**config.mk**
```make
export PLATFORM = sky130hd
export DESIGN_NAME = prbs_tx
export DESIGN_NICKNAME = d
export VERILOG_FILES = /design/src/rtl/prbs_tx.sv
export SDC_FILE = /design/constraint.sdc
export NUM_CORES = 1
export LEC_CHECK = 0
export CORE_UTILIZATION = 35
export DETAILED_ROUTE_END_ITERATION = 8
export MAX_ROUTING_LAYER = met4
export PLACE_DENSITY_LB_ADDON = 0.12
export SLEW_MARGIN = 20
export SYNTH_ARGS = -nofsm -noshare
export SYNTH_HDL_FRONTEND = slang
export SYNTH_SLANG_ARGS = --single-unit
```
**constraint.sdc**
```tcl
create_clock -name clk -period 16.2 [get_ports clk]
set_clock_uncertainty 0.1 [all_clocks]
set_input_delay 4.05 -clock clk [delete_from_list [all_inputs] [get_ports clk]]
set_output_delay 4.05 -clock clk [all_outputs]
set_load 0.01 [all_outputs]
```
**src/rtl/prbs_tx.sv**
```systemverilog
// prbs_tx: NCO-timed PRBS7 NRZ transmitter with one-tap post-cursor ISI, saturated to signed 8 bits.
// Optional build macro TX_ERR_INJECT_EN inverts every ERR_PERIOD-th transmitted bit and flags it on err_flag.
module prbs_tx #(
  parameter int unsigned PHASE_BITS = 32,
  parameter logic [6:0]  LFSR_SEED  = 7'h7F,
  parameter int unsigned ERR_PERIOD = 1000
) (
  input  logic                  clk,
  input  logic                  rst,
  input  logic                  en,
  input  logic [PHASE_BITS-1:0] fcw,
  input  logic [6:0]            amp,
  input  logic [7:0]            h1,
  input  logic                  seed_load,
  input  logic [6:0]            seed,
  output logic                  sym_tick,
  output logic [7:0]            y_n,
  output logic                  d_tx,
  output logic [15:0]           sym_cnt,
  output logic                  err_flag
);

  localparam int unsigned LFSR_W = 7;
  localparam int unsigned SAMP_W = 8;
  localparam int unsigned ACC_W  = 10;
  localparam int unsigned CNT_W  = 16;
  localparam logic [LFSR_W-1:0]      LOCKUP_SEED = 7'h7F;
  localparam logic signed [ACC_W-1:0] SAT_HI     = 10'sd127;
  localparam logic signed [ACC_W-1:0] SAT_LO     = -10'sd128;

  if (ERR_PERIOD < 2 || LFSR_SEED == '0) begin : g_bad_param
    $error("prbs_tx: ERR_PERIOD must be >= 2 and LFSR_SEED must be nonzero");
  end

  logic [PHASE_BITS-1:0]   phase;
  logic [PHASE_BITS-1:0]   phase_nxt;
  logic                    tick;
  logic [LFSR_W-1:0]       q;
  logic                    bit_new;
  logic                    inj;
  logic                    tx_bit;
  logic signed [ACC_W-1:0] amp_ext;
  logic signed [ACC_W-1:0] h1_ext;
  logic signed [ACC_W-1:0] main_term;
  logic signed [ACC_W-1:0] post_term;
  logic signed [ACC_W-1:0] y_sum;
  logic [SAMP_W-1:0]       y_sat;

  // A symbol boundary is an unsigned wrap of the phase accumulator.
  assign phase_nxt = phase + fcw;
  assign tick      = en & (phase_nxt < phase);

  assign bit_new = q[6] ^ q[5];
  assign tx_bit  = bit_new ^ inj;

  // Current d_tx is the previous symbol by the time the new sample is formed.
  assign amp_ext   = signed'(ACC_W'(amp));
  assign h1_ext    = {{(ACC_W-SAMP_W){h1[SAMP_W-1]}}, h1};
  assign main_term = tx_bit ? amp_ext : -amp_ext;
  assign post_term = d_tx ? h1_ext : -h1_ext;
  assign y_sum     = main_term + post_term;

  always_comb begin
    y_sat = y_sum[SAMP_W-1:0];
    if (y_sum > SAT_HI) begin
      y_sat = 8'h7F;
    end else if (y_sum < SAT_LO) begin
      y_sat = 8'h80;
    end
  end

`ifdef TX_ERR_INJECT_EN
  localparam int unsigned INJ_W = $clog2(ERR_PERIOD);

  logic [INJ_W-1:0] inj_cnt;

  // Ticks swallowed by a seed load are not symbols, so they neither count nor inject.
  assign inj = (inj_cnt == INJ_W'(ERR_PERIOD - 1));

  always_ff @(posedge clk) begin
    if (rst) begin
      inj_cnt <= '0;
    end else if (tick && !seed_load) begin
      inj_cnt <= inj ? '0 : inj_cnt + INJ_W'(1);
    end
  end
`else
  assign inj = 1'b0;
`endif

  // Seed load wins over a coincident tick: the LFSR reloads and the symbol outputs hold.
  always_ff @(posedge clk) begin
    if (rst) begin
      phase    <= '0;
      q        <= LFSR_SEED;
      d_tx     <= 1'b0;
      y_n      <= '0;
      sym_tick <= 1'b0;
      sym_cnt  <= '0;
      err_flag <= 1'b0;
    end else begin
      sym_tick <= tick;
      err_flag <= tick & inj & ~seed_load;
      if (en) begin
        phase <= phase_nxt;
      end
      if (tick) begin
        sym_cnt <= sym_cnt + CNT_W'(1);
      end
      if (seed_load) begin
        q <= (seed == '0) ? LOCKUP_SEED : seed;
      end else if (tick) begin
        q    <= {q[LFSR_W-2:0], bit_new};
        d_tx <= tx_bit;
        y_n  <= y_sat;
      end
    end
  end

endmodule

```
==> impl_results.md <==
* Total GRT Usage at 18.3%
* N_diodes at 0
* R2R cell count at 20
* Synth area leader: dfxtp_1
* Initial antenna violation count at 0
* Setup tns final at 0 ns
* Die Width at 129 µm
* Crit end category: flip-flop
* Post-DP Area at 0.00667 mm²
* GRT overflow at 0
* Pwr/cell area at 116 mW/mm²
* Post-route cell area at 0.00697 mm²
* Worst Hold Launch: y_n[3]
* HP Class: reg -> reg
* RSZ-0062 raised after global routing: false
* Deepest clock path buffer count at 2
* CTS tree: built
* Total die area at 0.0167 mm²
* TritonCTS buffer count at 9
* Layout cells sized above 1 at 4.71%
* Synth unique cells at 64
* Max Cap Viol at 0
* Residual DRC at 0
* Port buffer count at 83
* Period minus WS final at 9.43 ns
* Design Power at 0.805 mW
* Drt total wl at 14100 µm
* Max FO, Critical Path at 12
* Leak at 3.00 nW
* Vias in the first global route at 5036
* Slew HR at 46.4%
* Worst slew pin tran at 0.804 ns
* Drt pass-1 iters at 4
* Slew Viols, Final at 0
* Vias per Instance at 5.23
* First-pass GRT wire length at 23500 µm
* CP arrival at 9.49 ns
* Synth top area cells: dfxtp_1, ha_1, mux2i_1
* Clock Latency Late Sink at 0.34 ns
* Hold endpoint: y_n[3]
* Initial drt markers at 247
* Final Hold Slack at 0.373 ns
* CP startpoint kind: input pin
* Most common cell after layout, fill and taps aside: clkdlybuf4s50_1
* ANT nets after route at 0
* Largest net degree at the start of global routing at 78
* Met3 usage in global routing at 3.22%
* Clk root buf: clkbuf_16
* Setup slack, reg-to-reg at 10.63 ns
* Worst reg2reg startpoint: phase[1]
* Final setup viols at 0
* Seq cells post-synth at 65
* Post-CTS Setup Inserts at 0
* Post-CTS Resized at 0
* Synthesized area per cell at 8.21 µm²
* Dpl hpwl at 11000 µm
* GR Util met1 at 23.0%
* Most frequent cells in the layout: clkdlybuf4s50_1, nor2_1, ha_1, dfxtp_1
* Initial Util at 35.7%
* Drt wl/cell at 14.4 µm
* Hold Fails Final Rpt at 0
* Fraction of the yosys area taken by sequential cells at 23.0%
* GRT busiest layer: met2
* Status: completed
* RePlAce Congestion at 0.805
* Worst setup path category: in -> reg
* Async set-reset flop share out of synthesis at 0%
* NumNets Final at 894
* Mapped Cells at 688
* Synth top area share at 23.0%
* Mapped Area at 0.00565 mm²
* Die height at 129 µm
* Number of enable flip-flop cells after synthesis at 0
* H-tree levels at 3
* Ys flop type: dfxtp_1
* Yosys warnings at 0
* Cts hold-fix bufs at 0
* Maximum vdd drop at 0.0593 mV
* Worst path required time at 16.26 ns
* Worst-path clk slew at 0.05 ns
* Met2 Usage GRT at 29.6%
* Area Overhead vs Synth at 23.3%
* # IOs at 85
* Clock sink total at 65
* Cell Rows at 46
* Vias at 5130
* Hold path depth at 2
* Core box area at 0.0158 mm²
* Fmax at 0.106 GHz
* Worst R2R End: y_n[4]
* Fin crit share at 58.2%
* Synth Net Count at 821
cell usage after synthesis (8+ instances only):
master	count
ha_1	73
nor2_1	74
nor3_1	12
nor2b_1	10
xor2_1	25
a21o_1	27
nor4_1	11
nand3_1	10
nand2_1	37
clkbuf_1	19
dfxtp_1	65
xnor2_1	39
a221oi_1	8
inv_1	53
nand4_1	9
mux2i_1	37
o21ai_0	19
a21oi_1	53
worst max path at each step:
stage             from  endpoint  slack (ns)
2_1_floorplan  fcw[16]    y_n[0]        7.80
3_3_place_gp    fcw[1]    y_n[0]        6.70
3_5_place_dp    fcw[1]    y_n[4]        6.48
4_1_cts         fcw[1]    y_n[4]        6.80
5_1_grt         fcw[1]    y_n[4]        6.31
6_report        fcw[1]    y_n[4]        6.77
area by class of cell:
type | count | area, µm²
clock buffers | 12 | 256
clock inverters | 3 | 40.0
fillers | 1601 | 8860
inverters | 53 | 199
multi-input cells | 546 | 4060
flip-flops and latches | 65 | 1300
well taps | 216 | 270
repair buffers | 86 | 843
registers in the layout, summed over array words and instances (netlist names):
name	count
q	7
y_n	8
sym_tick	1
phase	32
sym_cnt	16
d_tx	1
per-layer routing:
layer	wire [µm]	up-vias	part of all wire, %
met2	6480	102	46
met1	6820	2392	48
li1	-	2615	-
met3	591	21	4.2
met4	220	0	1.6
met5	0	-	0
kinds of logic (layout without fill, tap and decap cells):
group | Yosys count | after routing | synth area share (%)
adder cells (fa/ha/maj) | 75 | 75 | 16.9
flip-flops | 65 | 65 | 23.0
AO/OA/AOI/OAI | 154 | 154 | 18.0
buffers and inverters | 77 | 154 | 5.20
XOR/XNOR | 64 | 64 | 9.92
AND/OR/NAND/NOR | 212 | 212 | 19.7
other | 1 | 1 | 0.0664
multiplexers | 40 | 40 | 7.22
report_power, final:
group,internal (mW),switching [mW]
registers,0.182,0.0168
logic,0.185,0.222
clock network,0.126,0.0730
through the flow:
step	worst slack, ns	utilization [%]	std cells
3_5_place_dp	6.48	42.1	966
3_3_place_gp	6.70	42.1	966
6_report	6.77	44.0	981
4_1_cts	6.80	44.0	981
2_1_floorplan	7.80	-	688
5_1_grt	6.31	44.0	981
worst max-delay path: stages:
cell and delay [ns]:
clkdlybuf4s50_1 0.46, ha_1 0.30, a21o_1 0.11, a21oi_1 0.11, or4b_1 0.58, a21oi_1 0.32, nor4_2 0.11, o31ai_1 0.60
nand4_1 0.24, nand2b_1 0.14, xor2_1 0.16, ha_1 0.26, a21oi_1 0.15, nor2b_1 0.07, o21ai_0 0.14, and3b_1 0.17
o221ai_1 0.14, a21o_1 0.30, or3_1 0.51, nor2_1 0.42, a221oi_1 0.16
Power figures use the tool's default switching activity.
